`src/rtl/ysyx_23060229_mdu_pkg.sv`:
```
// Shared definitions for the RV32M multiply/divide unit: funct3 op codes,
// FSM state encoding and operand-signedness helpers.
package ysyx_23060229_mdu_pkg;

    typedef enum logic [2:0] {
        OP_MUL    = 3'd0,
        OP_MULH   = 3'd1,
        OP_MULHSU = 3'd2,
        OP_MULHU  = 3'd3,
        OP_DIV    = 3'd4,
        OP_DIVU   = 3'd5,
        OP_REM    = 3'd6,
        OP_REMU   = 3'd7
    } mdu_op_e;

    typedef enum logic [1:0] {
        ST_IDLE = 2'd0,
        ST_CALC = 2'd1,
        ST_DONE = 2'd2
    } mdu_state_e;

    function automatic logic is_div(input logic [2:0] op);
        return op[2];
    endfunction

    // MUL keeps unsigned magnitudes: its low half is the same either way.
    function automatic logic is_signed(input logic [2:0] op);
        return (op == OP_MULH) || (op == OP_MULHSU) || (op == OP_DIV) || (op == OP_REM);
    endfunction

    function automatic logic is_signed_rs2(input logic [2:0] op);
        return (op == OP_MULH) || (op == OP_DIV) || (op == OP_REM);
    endfunction

endpackage

```
`src/rtl/ysyx_23060229_mdu_div_iter.sv`:
```
// Restoring divider datapath: one quotient bit per step on unsigned magnitudes.
// quo_o/rem_o give the values after the step being taken this cycle.
module ysyx_23060229_div_iter
    import ysyx_23060229_mdu_pkg::*;
#(
    parameter int XLEN = 32
) (
    input  logic            clk_i,
    input  logic            rst_n_i,
    input  logic            start_i,
    input  logic            step_i,
    input  logic [XLEN-1:0] dividend_i,
    input  logic [XLEN-1:0] divisor_i,
    output logic [XLEN-1:0] quo_o,
    output logic [XLEN-1:0] rem_o
);

    logic [XLEN-1:0] rem_q, rem_d;
    logic [XLEN-1:0] quo_q, quo_d;
    logic [XLEN-1:0] dsr_q;
    logic [XLEN:0]   trial;
    logic            fits;

    // Partial remainder stays below the divisor, so the shifted value fits XLEN+1 bits.
    always_comb begin
        trial = {rem_q, quo_q[XLEN-1]} - {1'b0, dsr_q};
        fits  = !trial[XLEN];
        rem_d = fits ? trial[XLEN-1:0] : {rem_q[XLEN-2:0], quo_q[XLEN-1]};
        quo_d = {quo_q[XLEN-2:0], fits};
    end

    always_ff @(posedge clk_i) begin
        if (!rst_n_i) begin
            rem_q <= '0;
            quo_q <= '0;
            dsr_q <= '0;
        end else if (start_i) begin
            rem_q <= '0;
            quo_q <= dividend_i;
            dsr_q <= divisor_i;
        end else if (step_i) begin
            rem_q <= rem_d;
            quo_q <= quo_d;
        end
    end

    assign quo_o = quo_d;
    assign rem_o = rem_d;

endmodule

```
`src/rtl/ysyx_23060229_mdu.sv`:
```
// Multi-cycle RV32M multiply/divide unit with valid/ready in and out.
// Define YSYX_23060229_FAST_MUL_EN for single-cycle combinational multiply.
module ysyx_23060229_mdu
    import ysyx_23060229_mdu_pkg::*;
#(
    parameter int XLEN  = 32,
    parameter int CNT_W = $clog2(XLEN) + 1
) (
    input  logic            clk,
    input  logic            rst_n,
    input  logic            flush,
    input  logic            in_valid,
    output logic            in_ready,
    input  logic [2:0]      op,
    input  logic [XLEN-1:0] src1,
    input  logic [XLEN-1:0] src2,
    output logic            out_valid,
    input  logic            out_ready,
    output logic [XLEN-1:0] result,
    output logic            busy
);

    localparam logic [XLEN-1:0] MIN_NEG = {1'b1, {(XLEN-1){1'b0}}};

    mdu_state_e        state_q;
    logic [2:0]        op_q;
    logic              s1_q, s2_q;
    logic [CNT_W-1:0]  cnt_q;
    logic              out_valid_q;
    logic [XLEN-1:0]   result_q;
    logic [2*XLEN-1:0] mcand_q, prod_q, prod_d, prod_fix;
    logic [XLEN-1:0]   mplier_q;

    logic              accept, s1, s2, div_by_zero, div_ovf;
    logic [XLEN-1:0]   abs1, abs2, special_res;
    logic [XLEN-1:0]   quo_raw, rem_raw, quo_fix, rem_fix, calc_res;

    assign in_ready  = rst_n && (state_q == ST_IDLE);
    assign accept    = in_valid && in_ready && !flush;
    assign busy      = (state_q != ST_IDLE);
    assign out_valid = out_valid_q;
    assign result    = result_q;

    always_comb begin
        s1   = is_signed(op) && src1[XLEN-1];
        s2   = is_signed_rs2(op) && src2[XLEN-1];
        abs1 = s1 ? -src1 : src1;
        abs2 = s2 ? -src2 : src2;
        div_by_zero = is_div(op) && (src2 == '0);
        div_ovf     = is_div(op) && !op[0] && (src1 == MIN_NEG) && (src2 == '1);
        if (div_by_zero) special_res = op[1] ? src1 : '1;
        else             special_res = op[1] ? '0 : src1;
    end

`ifdef YSYX_23060229_FAST_MUL_EN
    // 2*XLEN-bit signed product of sign-extended operands; identical in the
    // bits we use to an (XLEN+1)x(XLEN+1) signed multiply.
    logic signed [2*XLEN-1:0] fast_a, fast_b, fast_p;
    logic [XLEN-1:0]          fast_res;
    always_comb begin
        fast_a   = $signed({{XLEN{is_signed(op) && src1[XLEN-1]}}, src1});
        fast_b   = $signed({{XLEN{is_signed_rs2(op) && src2[XLEN-1]}}, src2});
        fast_p   = fast_a * fast_b;
        fast_res = (op == OP_MUL) ? fast_p[XLEN-1:0] : fast_p[2*XLEN-1:XLEN];
    end
`endif

    ysyx_23060229_div_iter #(.XLEN(XLEN)) u_div (
        .clk_i      (clk),
        .rst_n_i    (rst_n),
        .start_i    (accept && is_div(op)),
        .step_i     ((state_q == ST_CALC) && is_div(op_q)),
        .dividend_i (abs1),
        .divisor_i  (abs2),
        .quo_o      (quo_raw),
        .rem_o      (rem_raw)
    );

    // Sign fix-up uses the post-step values so the last iteration lands in DONE.
    always_comb begin
        prod_d   = prod_q + (mplier_q[0] ? mcand_q : '0);
        prod_fix = (s1_q ^ s2_q) ? -prod_d : prod_d;
        quo_fix  = (s1_q ^ s2_q) ? -quo_raw : quo_raw;
        rem_fix  = s1_q ? -rem_raw : rem_raw;
        if (is_div(op_q))        calc_res = op_q[1] ? rem_fix : quo_fix;
        else if (op_q == OP_MUL) calc_res = prod_fix[XLEN-1:0];
        else                     calc_res = prod_fix[2*XLEN-1:XLEN];
    end

    always_ff @(posedge clk) begin
        if (!rst_n) begin
            state_q     <= ST_IDLE;
            out_valid_q <= 1'b0;
            result_q    <= '0;
            cnt_q       <= '0;
            op_q        <= '0;
            s1_q        <= 1'b0;
            s2_q        <= 1'b0;
            mcand_q     <= '0;
            mplier_q    <= '0;
            prod_q      <= '0;
        end else if (flush) begin
            state_q     <= ST_IDLE;
            out_valid_q <= 1'b0;
        end else begin
            case (state_q)
                ST_IDLE: begin
                    if (accept) begin
                        op_q     <= op;
                        s1_q     <= s1;
                        s2_q     <= s2;
                        mcand_q  <= {{XLEN{1'b0}}, abs1};
                        mplier_q <= abs2;
                        prod_q   <= '0;
                        cnt_q    <= CNT_W'(XLEN - 1);
                        if (div_by_zero || div_ovf) begin
                            state_q     <= ST_DONE;
                            out_valid_q <= 1'b1;
                            result_q    <= special_res;
                        end
`ifdef YSYX_23060229_FAST_MUL_EN
                        else if (!is_div(op)) begin
                            state_q     <= ST_DONE;
                            out_valid_q <= 1'b1;
                            result_q    <= fast_res;
                        end
`endif
                        else begin
                            state_q <= ST_CALC;
                        end
                    end
                end
                ST_CALC: begin
                    mcand_q  <= {mcand_q[2*XLEN-2:0], 1'b0};
                    mplier_q <= {1'b0, mplier_q[XLEN-1:1]};
                    prod_q   <= prod_d;
                    if (cnt_q == '0) begin
                        state_q     <= ST_DONE;
                        out_valid_q <= 1'b1;
                        result_q    <= calc_res;
                    end else begin
                        cnt_q <= cnt_q - CNT_W'(1);
                    end
                end
                ST_DONE: begin
                    if (out_ready) begin
                        state_q     <= ST_IDLE;
                        out_valid_q <= 1'b0;
                    end
                end
                default: begin
                    state_q     <= ST_IDLE;
                    out_valid_q <= 1'b0;
                end
            endcase
        end
    end

endmodule
```
`config.mk`:
```
export PLATFORM = sky130hd
export DESIGN_NAME = ysyx_23060229_mdu
export DESIGN_NICKNAME = d
export VERILOG_FILES = /design/src/rtl/ysyx_23060229_mdu_pkg.sv /design/src/rtl/ysyx_23060229_mdu_div_iter.sv /design/src/rtl/ysyx_23060229_mdu.sv
export SDC_FILE = /design/constraint.sdc
export NUM_CORES = 1
export LEC_CHECK = 0
export ABC_CLOCK_PERIOD_IN_PS = 5500
export BUFFER_PORTS_ARGS = -buffer_cell sky130_fd_sc_hd__buf_2
export CAP_MARGIN = 20
export CELL_PAD_IN_SITES_DETAIL_PLACEMENT = 1
export CELL_PAD_IN_SITES_GLOBAL_PLACEMENT = 1
export CORE_MARGIN = 4
export CORE_UTILIZATION = 40
export CTS_CLUSTER_DIAMETER = 30
export DETAILED_ROUTE_END_ITERATION = 12
export PLACE_DENSITY_LB_ADDON = 0.1
export SLEW_MARGIN = 20
export SYNTH_ARGS = -nofsm -noshare
export SYNTH_HDL_FRONTEND = slang
export SYNTH_SLANG_ARGS = --single-unit
export TNS_END_PERCENT = 20
```
`constraint.sdc`:
```
create_clock -name clk -period 5.5 [get_ports clk]
set_clock_uncertainty 0.2 [all_clocks]
set_input_delay 0.275 -clock clk [delete_from_list [all_inputs] [get_ports clk]]
set_output_delay 0.275 -clock clk [all_outputs]
set_load 0.01 [all_outputs]
```
; After elaboration in Yosys (flattened, before gate mapping)
; Index checks and enable logic that the tools add are counted.
[word_totals]
regBits = 302
input_bits = 72
[classes]
mux = 38
reduce_logical = 35
eq_ne = 13
bitwise_logic = 3
addsub = 8
[op_table]
columns = cell, n
row1 = two-way mux 32 bit, 17
row2 = two-way mux 64 bit, 4
row3 = one-hot mux 64 bit (2 select lines), 2
row4 = negation 32 bit, 4
row5 = one-hot mux 32 bit (2 select lines), 2
row6 = adder 64 bit, 1
row7 = equality test 32 bit (second input constant), 2
row8 = negation 64 bit, 1
row9 = subtractor 33 x 32 -> 33 bit, 1
row10 = zero test 32 bit, 1
row11 = two-way mux 6 bit, 2
row12 = one-hot mux 6 bit (2 select lines), 1
row13 = logical AND 1 bit, 11
row14 = AND reduction 3 bit, 3
row15 = two-way mux 2 bit, 4
row16 = AND reduction 4 bit, 2
row17 = equality test 3 bit (second input constant), 2
row18 = zero test 6 bit, 1
row19 = logical OR 1 bit, 6
row20 = inequality test 2 bit (second input constant), 3
row21 = one-hot mux 2 bit (3 select lines), 1
row22 = nonzero test 2 bit, 3
row23 = subtractor 6 x 1 -> 6 bit (second input constant), 1
row24 = AND reduction 5 bit, 1
row25 = other kinds (13), 21

; Longest topological paths before layout
[logic_depth]
ltp_word = 8
ltp_mapped = 26
depth_no_buf = 24

; Modules after synthesis
; A second synthesis with hierarchy kept.
[unflattened]
hier_cells = 3367
hier_area_um2 = 24930.2
[by_module_without_submodules]
columns = module, n_inst, cells_each, area_each_um2
row1 = ysyx_23060229_mdu, 1, 2545, 18515.3
row2 = ysyx_23060229_div_iter, 1, 822, 6414.9

; Worst setup path before layout
; No wires, ideal clock.
[synth_timing]
path_kind = register to register
start = register mplier_q[0]
end = register result_q[24] (netlist: result[24])
path_stages_with_launch = 20
arrival_ps = 5028
setup_ps = 122
slack_ps = 151
cell_sequence = dfxtp_1 clkbuf_1 clkbuf_1 and2_1 ha_1 inv_1 fa_1 nand2b_1 a21o_1 a2111oi_0 nor2_1 xnor2_1 or3_1 nor4_4 nand4_1 nor4_1 a31oi_1 xor2_1 a221oi_1 nor2_1
[synth_via]
elab_chain_cells = 8
[synth_lines]
columns = item, line_no
row1 = start: declaration, ysyx_23060229_mdu.sv:32  ; logic [XLEN-1:0] mplier_q;
row2 = start signal: assignment, ysyx_23060229_mdu.sv:113  ; mplier_q <= abs2;
row3 = start signal: assignment, ysyx_23060229_mdu.sv:135  ; mplier_q <= {1'b0, mplier_q[XLEN-1:1]};
row4 = two-way mux 64 bit *, ysyx_23060229_mdu.sv:81  ; prod_d = prod_q + (mplier_q[0] ? mcand_q : '0);
row5 = adder 64 bit *, ysyx_23060229_mdu.sv:81
row6 = negation 64 bit, ysyx_23060229_mdu.sv:82  ; prod_fix = (s1_q ^ s2_q) ? -prod_d : prod_d;
row7 = two-way mux 64 bit *, ysyx_23060229_mdu.sv:82
row8 = two-way mux 32 bit *, ysyx_23060229_mdu.sv:86  ; else if (op_q == OP_MUL) calc_res = prod_fix[XLEN-1:0];
row9 = two-way mux 32 bit *, ysyx_23060229_mdu.sv:85  ; if (is_div(op_q)) calc_res = op_q[1] ? rem_fix : quo_fix;
row10 = two-way mux 32 bit *, ysyx_23060229_mdu.sv:137  ; if (cnt_q == '0) begin
row11 = one-hot mux 32 bit (2 select lines) *, ysyx_23060229_mdu.sv:106  ; case (state_q)
row12 = end signal: assignment, ysyx_23060229_mdu.sv:119  ; result_q <= special_res;
row13 = end signal: assignment, ysyx_23060229_mdu.sv:140  ; result_q <= calc_res;
row14 = end: declaration, ysyx_23060229_mdu.sv:30  ; logic [XLEN-1:0] result_q;
; Every way passes the cells marked *; elsewhere a longest branch is shown, timed or not. The select of a mux whose other input is x is not followed.
; A chain may end at the register's enable or synchronous reset.

; Worst setup path in the final report
[layout_timing]
start = register mplier_q[0]
end = register result_q[23] (netlist: result[23])
; Same word-level chain as after synthesis.

==> results.json <==
{
  "yosys.area.top_type_share_pct": 24.5,
  "dr.first_iter.drc_count": 2628,
  "min_path_type": "in2reg",
  "post_drt_wl_per_cell_um": 26.2,
  "ys_ff_latch": 302,
  "critical_path.top_delay_family": "compound AO/OA/AOI/OAI gates",
  "async_flop_share_pct": 0,
  "synth_edf_count": 0,
  "ys_top_cells_by_count": "nor2_1, a21oi_1, dfxtp_1",
  "design.core.area_sq_um": 60800,
  "worst-path-buf-inv": 4,
  "io_buffer_count": 106,
  "grt_pass1_wl_um": 177000,
  "power_density_nw_per_um2": 300,
  "grt_max_degree": 162,
  "relSlewSlack_pct": 19.7,
  "synthToLayoutAreaGrowth_pct": 23.7,
  "cts_root_buffer": "clkbuf_16",
  "fill_cells": 7498,
  "ys_seq_area_share_pct": 24.5,
  "first_pass_iters": 6,
  "worstSetupPathType": "reg2reg",
  "grt_pass1_vias": 28200,
  "fp.dieArea_sq_um": 65800,
  "maxCapViolations": 0,
  "cp.required_ns": 5.77,
  "leakagePower_nw": 12.4,
  "numCtsBuffers": 91,
  "drc": 0,
  "hpwl_um": 88000,
  "rsz0062_at_grt": "yes",
  "end_kind": "flip-flop",
  "postLayoutCellArea_sq_um": 30600,
  "ir_worst_vdd_mv": 0.273,
  "arrival_ns": 5.63,
  "drt_wl_total_um": 117000,
  "synthFlopType": "dfxtp_1",
  "cp_common_cell": "buf_4",
  "nets": 3773,
  "max_freq_mhz": 186,
  "crit_slowest_cell": "a2111oi_1",
  "yosys-top-cells-area": "dfxtp_1, a21oi_1, nor2_1, ha_1, xnor2_1",
  "fin_hold_ws_ns": 0.0357,
  "synth.most_common_cell": "nor2_1",
  "worstPathCellList": "and2_1, ha_1, inv_1, fa_1, nand2b_1, a21o_1, a2111oi_1, buf_4, nor2_1, xnor2_1, or3_1, nor4_4, buf_4, buf_4, a31o_2, xnor2_1, a221o_1, a221oi_1, a21oi_1",
  "grt_usage_pct": 34.1,
  "final_util_pct": 50.3,
  "yosysTopAreaCell": "dfxtp_1",
  "avgSynthCellArea_sq_um": 7.22,
  "htree_levels": 3,
  "io_pins": 107,
  "critPathMaxStageDelay_ns": 0.47,
  "fin_crit_ns": 5.36,
  "maxSlewViolCount": 0,
  "drtAntennaViolNets": 0,
  "status": "completed",
  "yosysWarnings": 0,
  "drive_gt1_share_pct": 13.4,
  "start_kind": "flip-flop",
  "netlist_area_sq_um": 24700,
  "setup_viol": 0,
  "row_count": 90,
  "cts_sinks": 302,
  "ys_types": 98,
  "antenna_found_initial": 5,
  "die_x_um": 257,
  "vias": 28200,
  "clk_latency_ns": 0.64,
  "viasPerCell": 6.32,
  "start_util_pct": 40.6,
  "finalHoldViolations": 0,
  "grt-ovfl-total": 0,
  "path_max_fanout": 7,
  "cts_tree": "yes",
  "placed_cell_area_sq_um": 26500,
  "clock_path_buffers": 3,
  "die_y_um": 257,
  "path_clk_slew_ns": 0.04,
  "synth.net_count": 3599,
  "tightestPinTransition_ns": 1.20,
  "place_congestion": 0.979,
  "syn_inst": 3422,
  "post-route-period-util_pct": 97.5
}
-- cell type report --
type / count / area (sq um) / share of cell area (%)
Antenna cell: 6 / 15.0 / 0.0491
Clock buffer: 126 / 2610 / 8.53
Clock inverter: 43 / 531 / 1.74
Inverter: 83 / 312 / 1.02
Multi-Input combinational cell: 2804 / 17800 / 58.2
Sequential cell: 302 / 6050 / 19.8
Tap cell: 782 / 978 / 3.20
Timing Repair Buffer: 314 / 2300 / 7.51
-- flip-flops by register name, summed over array words and instances, names as in the netlist --
signal / flops
cnt_q: 6
mcand_q: 64
mplier_q: 32
op_q: 3
out_valid: 1
prod_q: 64
result: 32
s1_q: 1
s2_q: 1
state_q: 2
u_div.dsr_q: 32
u_div.quo_q: 32
u_div.rem_q: 32
-- path summary, 6_finish.rpt --
check                   from               to  slack, ns  cells after the start
min                 src1[22]  u_div.quo_q[22]       0.04                      3
max              mplier_q[0]       result[23]       0.14                     19
min reg2reg  u_div.dsr_q[17]  u_div.dsr_q[17]       0.27                      2
max reg2reg      mplier_q[0]       result[23]       0.14                     19
-- stage by stage --
| stage | total power [W] | std cells | TNS [ns] | setup slack, ns |
|---|---|---|---|---|
| after global placement | 0.00375 | 4215 | -2.01 | -0.423 |
| after global routing | 0.00948 | 4455 | -0.0638 | -0.0638 |
| after detailed placement | 0.00379 | 4215 | -2.33 | -0.440 |
| final | 0.00917 | 4460 | 0 | 0.137 |
| after floorplan | 0.00326 | 3422 | 0 | 0.151 |
| after CTS | 0.00914 | 4452 | -0.00258 | -0.00258 |
-- cell usage in the layout (no fill, tap or decap), drive strengths merged, types with 97 or more instances in the layout --
master	instances
o21ai	254
buf	246
ha	103
nor2	405
dfxtp	302
nand2	275
clkbuf	126
xnor2	142
a22oi	97
a21oi	322
nor2b	103
a211oi	107
xor2	104
-- worst reg2reg max path, stage by stage, from the launching register on --
cell and delay, ns:
dfxtp_2 0.35, and2_1 0.15, ha_1 0.20, inv_1 0.08
fa_1 0.37, nand2b_1 0.20, a21o_1 0.26, a2111oi_1 0.47
buf_4 0.24, nor2_1 0.11, xnor2_1 0.17, or3_1 0.47
nor4_4 0.30, buf_4 0.19, buf_4 0.16, a31o_2 0.17
xnor2_1 0.09, a221o_1 0.43, a221oi_1 0.45, a21oi_1 0.14
-- layer usage --
metal	vias up	global-route usage [%]	share of wire, %
met3	229	7.20	7.7
met4	2	9.82	3.0
met1	14000	48.2	46
li1	12900	-	-
met5	-	0	0.0094
met2	1046	52.5	43
-- power by group --
group	switching (W)	total, W	internal [W]
Sequential	0.0000537	0.00230	0.00225
Clock	0.00166	0.00529	0.00363
Combinational	0.00104	0.00158	0.000534
Total	0.00275	0.00917	0.00641
-- repair_timing --
action,4_1_cts,5_1_grt
resized for setup,11,52
setup buffers,0,2
hold endpoints to repair,66,0
hold buffers,68,0
pin swaps,2,10
setup endpoints to repair,11,16
-- cell families after synthesis --
| family | synth area share [%] |
|---|---|
| AOI/OAI and AO/OA | 28.9 |
| xor gates and xnor gates | 8.72 |
| adders and majority gates | 5.78 |
| buffers and inverters | 4.89 |
| DFF | 24.5 |
| muxes | 1.96 |
| and+or+nand+nor | 25.3 |
(Power assumes the default switching activity.)
